`src/rtl/prv_trap_sequencer.sv`:
```
// Machine-mode trap/return sequencer: latches an exception, interrupt or mret,
// waits for the pipeline to drain, then commits a one-cycle redirect and CSR update.
module prv_trap_sequencer #(
  parameter bit          VECTORED_EN = 1'b1,
  parameter int unsigned XLEN        = 32
) (
  input  logic            CLK,
  input  logic            RST,
  input  logic [8:0]      exc_flags,
  input  logic            ret,
  input  logic            wfi,
  input  logic            pipe_clear,
  input  logic [XLEN-1:0] epc,
  input  logic [XLEN-1:0] badaddr,
  input  logic [2:0]      irq_pending,
  input  logic            mie_global,
  input  logic [XLEN-1:0] mtvec,
  input  logic [XLEN-1:0] mepc_r,
  output logic            insert_pc,
  output logic [XLEN-1:0] priv_pc,
  output logic            intr,
  output logic            trap_we,
  output logic            mret_o,
  output logic [XLEN-1:0] cause_o,
  output logic [XLEN-1:0] mepc_o,
  output logic [XLEN-1:0] mtval_o,
  output logic            sleeping
);

  typedef enum logic [1:0] {IDLE, DRAIN, COMMIT, SLEEP} state_t;

  state_t          state_q, state_d;
  logic [3:0]      code_q, exc_code, irq_code;
  logic            intr_q, ret_q;
  logic [XLEN-1:0] epc_q, mtval_q, exc_mtval;
  logic            latch_en, latch_intr, latch_ret;
  logic            exc_any, irq_any;

  assign exc_any = |exc_flags;
  assign irq_any = |irq_pending;

  // Bit order of exc_flags is also the cause priority order.
  always_comb begin
    exc_code  = '0;
    exc_mtval = '0;
    if (exc_flags[0]) begin
      exc_code = 4'd1; exc_mtval = badaddr;
    end else if (exc_flags[1]) begin
      exc_code = 4'd2;
    end else if (exc_flags[2]) begin
      exc_code = 4'd0; exc_mtval = badaddr;
    end else if (exc_flags[3]) begin
      exc_code = 4'd11;
    end else if (exc_flags[4]) begin
      exc_code = 4'd3; exc_mtval = epc;
    end else if (exc_flags[5]) begin
      exc_code = 4'd4; exc_mtval = badaddr;
    end else if (exc_flags[6]) begin
      exc_code = 4'd6; exc_mtval = badaddr;
    end else if (exc_flags[7]) begin
      exc_code = 4'd5; exc_mtval = badaddr;
    end else if (exc_flags[8]) begin
      exc_code = 4'd7; exc_mtval = badaddr;
    end
  end

  always_comb begin
    irq_code = 4'd7;
    if (irq_pending[2])      irq_code = 4'd11;
    else if (irq_pending[0]) irq_code = 4'd3;
  end

  always_comb begin
    state_d    = state_q;
    latch_en   = 1'b0;
    latch_intr = 1'b0;
    latch_ret  = 1'b0;
    unique case (state_q)
      IDLE: begin
        if (exc_any) begin
          latch_en = 1'b1;
          state_d  = DRAIN;
        end else if (mie_global && irq_any) begin
          latch_en   = 1'b1;
          latch_intr = 1'b1;
          state_d    = DRAIN;
        end else if (ret) begin
          latch_en  = 1'b1;
          latch_ret = 1'b1;
          state_d   = DRAIN;
        end else if (wfi && !irq_any) begin
          state_d = SLEEP;
        end
      end
      DRAIN:   if (pipe_clear) state_d = COMMIT;
      COMMIT:  state_d = IDLE;
      SLEEP:   if (irq_any) state_d = IDLE;
      default: state_d = IDLE;
    endcase
  end

  always_ff @(posedge CLK or posedge RST) begin
    if (RST) begin
      state_q <= IDLE;
      code_q  <= '0;
      intr_q  <= 1'b0;
      ret_q   <= 1'b0;
      epc_q   <= '0;
      mtval_q <= '0;
    end else begin
      state_q <= state_d;
      if (latch_en) begin
        intr_q  <= latch_intr;
        ret_q   <= latch_ret;
        epc_q   <= epc;
        code_q  <= latch_intr ? irq_code : (latch_ret ? 4'd0 : exc_code);
        mtval_q <= (latch_intr || latch_ret) ? '0 : exc_mtval;
      end
    end
  end

  always_comb begin
    insert_pc = 1'b0;
    priv_pc   = '0;
    intr      = 1'b0;
    trap_we   = 1'b0;
    mret_o    = 1'b0;
    cause_o   = '0;
    mepc_o    = '0;
    mtval_o   = '0;
    sleeping  = (state_q == SLEEP);
    if (state_q == COMMIT) begin
      insert_pc = 1'b1;
      mepc_o    = epc_q;
      if (ret_q) begin
        mret_o  = 1'b1;
        priv_pc = mepc_r;
      end else begin
        trap_we           = 1'b1;
        intr              = intr_q;
        cause_o[XLEN-1]   = intr_q;
        cause_o[3:0]      = code_q;
        mtval_o           = mtval_q;
        priv_pc           = {mtvec[XLEN-1:2], 2'b00};
        if (VECTORED_EN && (mtvec[1:0] == 2'b01) && intr_q)
          priv_pc = priv_pc + XLEN'({1'b0, code_q, 2'b00});
      end
    end
  end

endmodule

```
`config.mk`:
```
export PLATFORM = sky130hd
export DESIGN_NAME = prv_trap_sequencer
export DESIGN_NICKNAME = d
export VERILOG_FILES = /design/src/rtl/prv_trap_sequencer.sv
export SDC_FILE = /design/constraint.sdc
export NUM_CORES = 1
export LEC_CHECK = 0
export ABC_CLOCK_PERIOD_IN_PS = 2950
export BUFFER_PORTS_ARGS = -buffer_cell sky130_fd_sc_hd__buf_2
export CAP_MARGIN = 5
export CORE_UTILIZATION = 25
export CTS_CLUSTER_SIZE = 25
export DETAILED_ROUTE_END_ITERATION = 7
export GPL_TIMING_DRIVEN = 0
export REMOVE_ABC_BUFFERS = 1
export SETUP_SLACK_MARGIN = 0.02
export SLEW_MARGIN = 20
export SYNTH_ARGS = -nofsm -noshare
export SYNTH_HDL_FRONTEND = slang
export SYNTH_SLANG_ARGS = --single-unit
```
`constraint.sdc`:
```
create_clock -name CLK -period 2.95 [get_ports CLK]
set_input_delay 0.4425 -clock CLK [delete_from_list [all_inputs] [get_ports CLK]]
set_output_delay 0.4425 -clock CLK [all_outputs]
set_load 0.01 [all_outputs]
```
# After elaboration in Yosys (flattened, before gate mapping)
# Cells that the tools add are included.
[totals]
output_inout_bits = 133
in_bits = 146
ff_bits = 72
ram_bits = 0
elab_cells = 78
mem_bits_ro = 0
n_memories = 0
latch_bits = 0
[classes]
reduce_logical = 9
n_div = 0
n_bitwise = 0
n_addsub = 1
mul = 0
n_mux = 55
order_cmp = 0
n_shift = 0
eq_ne = 7
[op_table]
columns = ["cell", "count"]
rows = [
  ["$mux 32", 16],
  ["$mux 4", 9],
  ["$add 32x6->32", 1],
  ["$mux 3", 6],
  ["$mux 1", 17],
  ["$mux 2", 6],
  ["$reduce_or 9->1", 1],
  ["$pmux 2 s4", 1],
  ["$ne 5x5->1 const B", 1],
  ["$eq 2x1->1 const B", 2],
  ["$eq 2x2->1 const B", 2],
  ["$logic_and 1x1->1", 3],
  ["$reduce_and 3->1", 1],
  ["$reduce_or 3->1", 1],
  ["$logic_not 2->1", 1],
  ["$ne 2x1->1 const B", 1],
  ["$ne 2x2->1 const B", 1],
  ["$logic_not 1->1", 1],
  ["$logic_or 1x1->1", 1],
]

# Logic depth before layout (Yosys ltp)
# Gate-level depths: netlist of run 1.
[logic_depth]
depth_word = 11
ltp_mapped = 9
mapped_depth_nobuf = 8

# Worst setup path before layout of run 1
# No wires, ideal clock.
[synth_timing]
path_type = "input to output"
from = "in mtvec[2]"
to = "out priv_pc[30]"
slack_ps = 89
path_stages = 9
required_time_ps = 2508
t_arrival_ps = 2419
path_buffers = 1
path_cell_list = "ha_1 > inv_1 > fa_1 > nor2b_1 > o21ai_0 > clkbuf_1 > a2111oi_2 > xnor2_1 > a211oi_1"
[synth_between]
elab_chain_len = 4
[synth_lines]
columns = ["element", "line", "source"]
rows = [
  ["from (decl)", "17", "input logic [XLEN-1:0] mtvec,"],
  ["$add 32x6->32", "146", "priv_pc = priv_pc + XLEN'({1'b0, code_q, 2'b00});"],
  ["$mux 32", "145", "if (VECTORED_EN && (mtvec[1:0] == 2'b01) && intr_q)"],
  ["$mux 32", "135", "if (ret_q) begin"],
  ["$mux 32", "132", "if (state_q == COMMIT) begin"],
  ["to (decl)", "20", "output logic [XLEN-1:0] priv_pc,"],
]
# Every way passes these cells.

# Final worst setup path of run 1
[layout_timing]
from = "reg code_q[0]"
to = "out priv_pc[30]"
[layout_between]
elab_chain_len = 4
[layout_lines]
columns = ["element", "line", "source"]
rows = [
  ["from (decl)", "33", "logic [3:0] code_q, exc_code, irq_code;"],
  ["from (signal assigned)", "116", "code_q <= latch_intr ? irq_code : (latch_ret ? 4'd0 : exc_code);"],
  ["$add 32x6->32", "146", ""],
  ["$mux 32", "145", ""],
  ["$mux 32", "135", ""],
  ["$mux 32", "132", ""],
]
# Every way passes these cells.

==> reports/qor.yml, run 1 <==
die_area_sq_mm: 0.0204
fmax_mhz: 340
grt_pass1_wl_microns: 25200
viasPerCell: 4.62
hold_ws_ns: 0.0666
fin_cells: 1075
tns_ns: 0
final_util_pct: 36.5
clock_latency_ns: 0.34
clock_path_buffers: 2
cts_buffers: 9
syn_inst: 566
grt-ovfl-total: 0
synth-seq-cells: 72
ir_worst_vdd_mv: 0.357
die_w_microns: 143
grt_usage_pct: 15.9
vias: 4967
dp_hpwl_microns: 12300
cts.sinks: 72
drt-pass1-iter-count: 5
ys_async_sr_fraction_pct: 100
core-area_sq_mm: 0.0195
fin_skew_ns: 0.00371
die_h_microns: 143
ios: 279
p_per_area_mw_per_mm2: 740
critPathLaunchType: "flop"
finalCritPeriodShare_pct: 99.8
postRouteAntennaNets: 0
first_global_vias: 4758
cts_tree: "yes"
timing.slew.headroom_pct: 49.3
drv_slew: 0
cts_max_level: 3
mappedNetlistArea_sq_mm: 0.00495
initial_utilization_pct: 25.4
critical_path_class: "reg2out"
rsz0062_at_grt: "yes"
status: "complete, no violations"
placementRows: 51
grt_max_degree: 53
clock-root-buffer: "clkbuf_16"
required_ns: 2.51
drcViolationCount: 0
avgSynthCellArea_sq_um: 8.75
clk_pin_slew_ns: 0.06
drv_cap: 0
hold_path_class: "in2async"
yosysWarnings: 0
arrival_ns: 2.50
antenna-diode-count: 0
dp.cells: 1048
post_drt_wl_per_cell_microns: 15.5
final_nets: 956
setup_viol: 0
area_growth_pct: 43.5
routabilityCongestion: 0.791
drive_above_1_share_pct: 44.6
tightest_slew_ns: 0.760
synth_enable_flop_cells: 0
ys.flop_type: "dfrtp_1"
period_needed_ns: 2.94
finalHoldViolCount: 0
drt_iter0_drc: 135
antenna_found_initial: 0
path_max_fanout: 6
power.leakage_uw: 0.00336
numPortBuffers: 251
yosysSeqAreaShare_pct: 36.4
endpoint_kind: "output port"
wl_microns: 16600
ys_types: 47
[per-layer routing]
metal | part of all wire [%] | vias to the layer above | global-route usage (%)
li1 | - | 2416 | -
met1 | 41 | 2320 | 18.0
met2 | 49 | 211 | 28.8
met3 | 7.8 | 20 | 4.29
met4 | 1.7 | 0 | 5.09
met5 | 0 | - | 0
[cell usage after synthesis (4+ instances only)]
| master | count | area [sq um] |
|---|---|---|
| nor3_1 | 8 | 40.0 |
| clkbuf_1 | 35 | 131 |
| and2_1 | 71 | 444 |
| mux2_2 | 33 | 372 |
| nand4_1 | 5 | 31.3 |
| xnor2_1 | 23 | 201 |
| nand2_1 | 53 | 199 |
| nand3_1 | 7 | 35.0 |
| buf_4 | 28 | 210 |
| dfrtp_1 | 72 | 1800 |
| a211oi_1 | 9 | 67.6 |
| inv_1 | 12 | 45.0 |
| o31ai_1 | 4 | 30.0 |
| buf_2 | 5 | 25.0 |
| nor4_1 | 4 | 25.0 |
| a2111oi_2 | 5 | 75.1 |
| a21oi_1 | 31 | 155 |
| ha_1 | 4 | 50.1 |
| o21ai_0 | 65 | 325 |
| nor2_1 | 18 | 67.6 |
| a22oi_1 | 33 | 248 |
[where the power goes]
group	total [uW]	internal [uW]	switching (uW)
clock network	1190	740	450
registers	1700	1440	260
logic	2370	1110	1260
[kinds of logic after synthesis]
group	after synthesis	share of synthesized area, %
other	1	0.0758
AND/OR/NAND/NOR	188	21.1
multiplexers	36	8.11
flip-flops	72	36.4
buffers and inverters	81	8.39
XOR/XNOR	25	4.42
adder cells (fa/ha/maj)	5	1.42
AO/OA/AOI/OAI	158	20.1
[cells in the final DEF, fill, tap and decap left out, types with 6 or more instances in the layout]
master     netlist  final
nor2_1          18     16
a21oi_1         31     29
a211oi_1         9      6
buf_4           28      9
inv_1           12      7
buf_16           0      6
a22oi_1         33     33
clkbuf_16        0      9
dfrtp_1         72     70
conb_1           1     27
nand3_1          7      6
xnor2_1         23     23
o21ai_0         65     64
and2_1          71     71
nand2_1         53     53
buf_2            5    251
mux2_2          33     33
nor3_1           8      8
[critical path, stage by stage (launching register included)]
cell and delay, ns:
dfrtp_1 0.38, ha_4 0.15, inv_2 0.04, fa_2 0.36, nor2b_4 0.16, o21ai_4 0.13, buf_4 0.17, a2111oi_4 0.29
xnor2_1 0.11, a211oi_1 0.20, buf_2 0.17
[what timing repair did]
| action | CTS | global route |
|---|---|---|
| hold buffers | 0 | 0 |
| setup endpoints to repair | 26 | 44 |
| pin swaps | 8 | 11 |
| endpoints found under the hold margin | 0 | 0 |
| gates resized for setup | 17 | 12 |
| setup buffers | 5 | 5 |
| cloned | 1 | 0 |
[state kept, by name, indices dropped and copies added (netlist names)]
register and flops:
code_q 4, epc_q 32, intr_q 1, mtval_q 32, ret_q 1, state_q 2
[metrics by stage]
| step | instance area (sq um) | setup slack [ns] | power [uW] |
|---|---|---|---|
| floorplan | 4680 | -0.443 | 2990 |
| global placement | 6260 | -3.36 | 3780 |
| detailed placement | 6530 | -0.356 | 4010 |
| CTS | 7000 | -0.0725 | 5300 |
| global route | 7100 | -0.128 | 5660 |
| finish | 7100 | 0.00548 | 5260 |
[worst paths after layout]
kind                                           endpoint              startpoint  depth (start not counted)  slack [ns]
worst max-delay path                        priv_pc[30]   code_q[0]$_DFFE_PP0P_                         10       0.005
worst min-delay path              epc_q[22]$_DFFE_PP0P_                     RST                          2        0.07
worst min register to register    epc_q[22]$_DFFE_PP0P_   epc_q[22]$_DFFE_PP0P_                          1        0.50
min in group CLK                mtval_q[20]$_DFFE_PP0P_             badaddr[20]                          3        0.34
max in group asynchronous       mtval_q[24]$_DFFE_PP0P_                     RST                          3        2.32
worst max register to register   mtval_q[8]$_DFFE_PP0P_  state_q[1]$_DFFE_PP0P_                          6        0.79
[layout make-up]
cell class	count	area (sq um)
Fill cell	2035	12400
Sequential cell	72	1800
Multi-Input combinational cell	440	3030
Timing Repair Buffer	270	1570
Inverter	12	51.3
Clock buffer	9	225
Clock inverter	7	93.8
Tap cell	265	332
Note: power is estimated with default switching activity, not from simulation.
==> inputs of run 2 (changes only) <==
--- a/config.mk
+++ b/config.mk
@@ -8,10 +8,11 @@
 export ABC_CLOCK_PERIOD_IN_PS = 2950
 export BUFFER_PORTS_ARGS = -buffer_cell sky130_fd_sc_hd__buf_2
 export CAP_MARGIN = 5
-export CORE_UTILIZATION = 25
+export CORE_UTILIZATION = 40
 export CTS_CLUSTER_SIZE = 25
 export DETAILED_ROUTE_END_ITERATION = 7
 export GPL_TIMING_DRIVEN = 0
+export PLACE_DENSITY = 0.74
 export REMOVE_ABC_BUFFERS = 1
 export SETUP_SLACK_MARGIN = 0.02
 export SLEW_MARGIN = 20
==> constraint.sdc (replaced) <==
create_clock -name CLK -period 2.95 [get_ports CLK]
set_input_delay 0.4425 -clock CLK [delete_from_list [all_inputs] [get_ports CLK]]
set_output_delay 0.4425 -clock CLK [all_outputs]
set_load 0.02 [all_outputs]
==> reports/qor.yml, run 2 (synthesis results as in run 1) <==
clock_path_buffers: 2  # unchanged
rsz0062_at_grt: "yes"
die_area_sq_mm: 0.0128  # -37%
vias: 5156  # +3.8%
tightest_slew_ns: 0.751  # -0.00957 ns
final_nets: 963  # +0.73%
die_w_microns: 113  # -21%
power.switching_uw: 2140  # +8.7%
grt-ovfl-total: 0  # unchanged
combPwrFrac_pct: 48.5  # +3.5 points
dp.cells: 950  # -9.4%
grt_pass1_wl_microns: 24400  # -3.0%
r2r-start: "state_q[1]$_DFFE_PP0P_"
fmax_mhz: 331  # -2.5%
fin_skew_ns: 0.00754  # +0.00383 ns
grt_max_degree: 50  # -5.7%
hold_buffers: 0  # unchanged
antenna_found_initial: 0  # unchanged
initial_utilization_pct: 41.0  # +16 points
hold_path_class: "in2async"
wl_microns: 16100  # -3.0%
cp-startpoint: "code_q[0]$_DFFE_PP0P_"
routabilityCongestion: 0.829  # +4.7%
tns_ns: -0.305  # -0.305 ns
area_growth_pct: 40.7
postRouteAntennaNets: 0  # unchanged
core-area_sq_mm: 0.0121  # -38%
drive_above_1_share_pct: 44.9  # +0.35 points
drcViolationCount: 0  # unchanged
mostFrequentLayoutCells: "buf_2, and2_1, dfrtp_1"
critPathLaunchType: "flop"
antenna-diode-count: 0  # unchanged
total_power_uw: 5280  # +0.41%
cts_tree: "yes"
clock_latency_ns: 0.34  # about the same
switching_share_pct: 40.5  # +3.1 points
endpoint_kind: "output port"
viasPerCell: 5.23  # +13%
layout_commonest_cell: "buf_2"
crit_chain: "ha_2 -> inv_2 -> fa_2 -> nor2b_4 -> o21ai_4 -> buf_6 -> a2111oi_4 -> xnor2_1 -> a211oi_2 -> buf_4"
power.leakage_uw: 0.00337  # about the same
seqPwrFrac_pct: 32.2  # about the same
fillCellCount: 1127  # -45%
cts_max_level: 3  # unchanged
status: "finished with violations"
grt_usage_pct: 24.6  # +8.7 points
p_per_area_mw_per_mm2: 758  # +2.4%
clkPwrFrac_pct: 19.3  # -3.3 points
drv_cap: 0  # unchanged
setup_ws_ns: -0.0703  # -0.0758 ns
drv_slew: 0  # unchanged
die_h_microns: 113  # -21%
post_drt_wl_per_cell_microns: 16.4  # +5.8%
critPathMaxStageDelay_ns: 0.36  # -0.02 ns
path_max_fanout: 7  # +1
clock-root-buffer: "clkbuf_16"
drt-pass1-iter-count: 4  # -1
crit_slowest_cell: "fa_2"
multi_input_area_sq_mm: 0.00300  # -0.87%
seqCellArea_sq_mm: 0.00180  # about the same
ios: 279  # unchanged
cts_buffers: 9  # unchanged
fin_cells: 985  # -8.4%
finalCritPeriodShare_pct: 102  # +2.6 points
dp_hpwl_microns: 11500  # -6.6%
numPortBuffers: 251  # unchanged
timing.slew.headroom_pct: 50.0  # +0.64 points
placementRows: 40  # -22%
ir_worst_vdd_mv: 0.507  # +42%
cts.sinks: 72  # unchanged
intPower_uw: 3140  # -4.5%
period_needed_ns: 3.02  # +0.0758 ns
setup_viol: 6  # +6
drt_iter0_drc: 287  # +110%
first_global_vias: 4852  # +2.0%
arrival_ns: 2.58  # +0.08 ns
clk_pin_slew_ns: 0.06  # about the same
required_ns: 2.51  # about the same
violations: "setup timing"
reg_top3: "epc_q: 32 flops, mtval_q: 32 flops, code_q: 4 flops"
finalHoldViolCount: 0  # unchanged
final_util_pct: 57.8  # +21 points
critical_path_class: "reg2out"
## run 2: final timing paths
kind | slack [ns] | end | cells after the start
setup / recovery | -0.07 | priv_pc[30] | 10
hold / removal | 0.08 | mtval_q[7]$_DFFE_PP0P_ | 2
setup reg to reg | 0.84 | mtval_q[28]$_DFFE_PP0P_ | 4
hold reg to reg | 0.49 | mtval_q[17]$_DFFE_PP0P_ | 2
max in group asynchronous | 2.31 | epc_q[17]$_DFFE_PP0P_ | 3
min in group CLK | 0.34 | mtval_q[27]$_DFFE_PP0P_ | 3
## run 2: cell type report
cell class,count,share of cell area [%]
clock buffers,10,3.43
clock inverters,6,0.611
inverters,12,0.808
multi-input cells,440,43.1
flip-flops and latches,72,25.9
well taps,168,3.02
repair buffers,277,23.2
## run 2: what timing repair did
| action | 4_1_cts | 5_1_grt |
|---|---|---|
| cloned | 0 | 1 |
| buffers inserted | 9 | 9 |
| pin swaps | 11 | 14 |
| setup endpoints to repair | 26 | 33 |
| resized for setup | 28 | 10 |
## run 2: power groups by stage
stage	sequential [uW]	clock (uW)	combinational, uW
floorplan	1610	0	1560
CTS	1700	1040	2510
global placement	1680	0	2240
global route	1770	1080	2770
detailed placement	1710	0	2420
finish	1700	1020	2560
## run 2: per-stage QoR
step / instance area [sq um] / hold slack, ns / setup WS, ns
2_1_floorplan: 4680 / 0.464 / -0.443
3_3_place_gp: 6140 / 0.478 / -2.87
3_5_place_dp: 6370 / 0.445 / -0.408
4_1_cts: 6840 / 0.0813 / -0.0733
5_1_grt: 6970 / 0.111 / -0.200
6_report: 6970 / 0.0812 / -0.0703
## run 2: worst max-delay path, delay by kind of cell (launching register included)
family / cells / cell delay (ns)
compound gates: 3 / 0.72
xor+xnor: 1 / 0.12
fa+ha+maj: 2 / 0.54
buf+inv: 3 / 0.37
flops: 1 / 0.35
simple gates: 1 / 0.14
## run 2: layer usage
metal | up-vias | global-route usage, % | wire [microns] | share of wire (%)
met5 | - | 0 | 0 | 0
met4 | 0 | 10.4 | 320 | 2.0
met3 | 23 | 6.37 | 1420 | 8.8
met2 | 237 | 44.6 | 8400 | 52
met1 | 2461 | 27.1 | 5990 | 37
li1 | 2435 | - | - | -
==> inputs of run 3 (changes only) <==
--- a/config.mk
+++ b/config.mk
@@ -8,10 +8,12 @@
 export ABC_CLOCK_PERIOD_IN_PS = 2950
 export BUFFER_PORTS_ARGS = -buffer_cell sky130_fd_sc_hd__buf_2
 export CAP_MARGIN = 5
+export CORE_ASPECT_RATIO = 1.1
 export CORE_UTILIZATION = 40
 export CTS_CLUSTER_SIZE = 25
 export DETAILED_ROUTE_END_ITERATION = 7
 export GPL_TIMING_DRIVEN = 0
+export MAX_ROUTING_LAYER = met4
 export PLACE_DENSITY = 0.74
 export REMOVE_ABC_BUFFERS = 1
 export SETUP_SLACK_MARGIN = 0.02
==> reports/qor.yml, run 3 (synthesis results as in run 1) <==
dp.cells: 938  # -1.3%
dp_hpwl_microns: 11600  # +0.84%
switching_share_pct: 39.0  # -1.5 points
violations: "setup timing"
drcViolationCount: 0  # unchanged
cts_max_level: 3  # unchanged
power.switching_uw: 2160  # +0.83%
required_ns: 2.51  # about the same
tns_ns: -0.409  # -0.105 ns
drt_iter0_drc: 420  # +46%
drv_slew: 0  # unchanged
ios: 279  # unchanged
drv_cap: 0  # unchanged
cp-startpoint: "code_q[0]$_DFFE_PP0P_"
layout_commonest_cell: "buf_2"
r2r_cells: 6  # +2
crit_buf_inv: 3  # unchanged
antenna_found_initial: 3  # +3
hold_path_class: "in2async"
endpoint_kind: "output port"
grt_usage_pct: 25.3  # +0.67 points
path_max_fanout: 7  # unchanged
fillCellCount: 1082  # -4.0%
reg_top3: "epc_q: 32 flops, mtval_q: 32 flops, code_q: 4 flops"
clock_latency_ns: 0.33  # about the same
r2r_slack_ns: 0.81  # -0.03 ns
finalCritPeriodShare_pct: 103  # +0.58 points
routabilityCongestion: 0.882  # +6.4%
cp_num_cells: 10  # unchanged
setup_ws_ns: -0.0873  # -0.0171 ns
seqPwrFrac_pct: 30.8  # -1.4 points
fin_skew_ns: 0.00464  # -0.00290 ns
grt_pass1_wl_microns: 24400  # unchanged
p_per_area_mw_per_mm2: 770  # +1.6%
mostFrequentLayoutCells: "buf_2, and2_1, dfrtp_1"
cts_buffers: 9  # unchanged
clkPwrFrac_pct: 21.2  # +1.9 points
numPortBuffers: 251  # unchanged
crit_chain: "ha_2 -> inv_2 -> fa_2 -> nor2b_4 -> o21ai_4 -> buf_6 -> a2111oi_4 -> xnor2_1 -> a211oi_2 -> buf_4"
grt-ovfl-total: 0  # unchanged
cts.sinks: 72  # unchanged
cts_tree: "yes"
critical_path_class: "reg2out"
viasPerCell: 5.30  # +1.2%
rr_endpoint: "epc_q[1]$_DFFE_PP0P_"
postRouteAntennaNets: 0  # unchanged
first_global_vias: 5022  # +3.5%
crit_family: "compound AO/OA/AOI/OAI gates"
drive_above_1_share_pct: 46.8  # +1.9 points
clock_path_buffers: 2  # unchanged
timing.slew.headroom_pct: 46.9  # -3.0 points
initial_utilization_pct: 41.1  # +0.094 points
clock-root-buffer: "clkbuf_16"
clk_pin_slew_ns: 0.06  # about the same
grt_max_degree: 50  # unchanged
core-area_sq_mm: 0.0120  # -0.23%
area_growth_pct: 45.0
critPathMaxStageDelay_ns: 0.36  # about the same
status: "finished with violations"
fmax_mhz: 329  # -0.56%
rsz0062_at_grt: "yes"
drt-pass1-iter-count: 5  # +1
final_nets: 969  # +0.62%
combPwrFrac_pct: 48.0  # -0.5 points
placementRows: 42  # +5.0%
period_needed_ns: 3.04  # +0.0171 ns
power.leakage_uw: 0.00344  # +2.1%
critPathLaunchType: "flop"
wl_microns: 16300  # +0.97%
hold_buffers: 0  # unchanged
vias: 5191  # +0.68%
die_h_microns: 119  # +4.8%
tightest_slew_ns: 0.796  # +0.0456 ns
crit_slowest_cell: "fa_2"
finalHoldViolCount: 0  # unchanged
die_area_sq_mm: 0.0128  # about the same
hold_ws_ns: 0.107  # +0.0256 ns
post_drt_wl_per_cell_microns: 16.6  # +1.5%
intPower_uw: 3370  # +7.4%
ir_worst_vdd_mv: 0.495  # -2.3%
fin_cells: 980  # -0.51%
total_power_uw: 5530  # +4.7%
r2r-start: "state_q[1]$_DFFE_PP0P_"
setup_viol: 9  # +3
die_w_microns: 108  # -4.6%
arrival_ns: 2.59  # about the same
crit_end: "priv_pc[26]"
-- run 3: changes by cell type in the layout (fill, tap and decap cells not counted), sizes merged --
cell and change:
clkinvlp -1, o21ai -1, inv +1, bufinv +2
buf +7, clkinv -2, diode +3
-- run 3: how the worst min path moves through the flow --
stage                      startpoint                 endpoint
6_report                          RST  mtval_q[15]$_DFFE_PP0P_
5_1_grt                           RST  mtval_q[15]$_DFFE_PP0P_
4_1_cts                           RST  mtval_q[15]$_DFFE_PP0P_
3_5_place_dp                      RST  mtval_q[15]$_DFFE_PP0P_
3_3_place_gp   mtval_q[7]$_DFFE_PP0P_   mtval_q[7]$_DFFE_PP0P_
2_1_floorplan   code_q[2]$_DFFE_PP0P_    code_q[2]$_DFFE_PP0P_
-- run 3: timing repair --
| item | in CTS | in global routing |
|---|---|---|
| buffers inserted | 13 | 10 |
| setup endpoints to repair | 26 | 20 |
| gates resized for setup | 36 | 24 |
| pin swaps | 22 | 23 |
| gates cloned | 0 | 0 |
| endpoints found under the hold margin | 0 | 0 |
-- run 3: layout make-up --
cell class	instances	area (sq um)	area share, %
Antenna cell	3	7.51	0.105
Multi-Input combinational cell	439	3070	42.8
Tap cell	154	193	2.68
Sequential cell	72	1800	25.1
Clock inverter	6	90.1	1.26
Inverter	12	56.3	0.784
Clock buffer	10	229	3.19
Timing Repair Buffer	284	1730	24.1
-- run 3: per-layer routing --
layer,routed length (microns),track usage [%],vias up
met4,378,10.1,0
met3,1410,6.29,31
met5,0,-,-
li1,-,-,2449
met2,8220,42.6,260
met1,6280,28.2,2451
-- run 3: power by group through the flow --
stage | combinational (uW) | sequential [uW] | clock (uW)
5_1_grt | 2890 | 1770 | 1230
3_3_place_gp | 2240 | 1680 | 0
4_1_cts | 2610 | 1700 | 1190
3_5_place_dp | 2480 | 1710 | 0
6_report | 2650 | 1700 | 1170
2_1_floorplan | 1560 | 1610 | 0
-- run 3: stage by stage --
stage	util, %	setup WS, ns	instance area [sq um]
floorplan	-	-0.443	4680
global placement	50.9	-2.89	6130
detailed placement	53.2	-0.376	6400
CTS	58.0	-0.0979	6980
global route	59.6	-0.187	7180
finish	59.6	-0.0873	7180
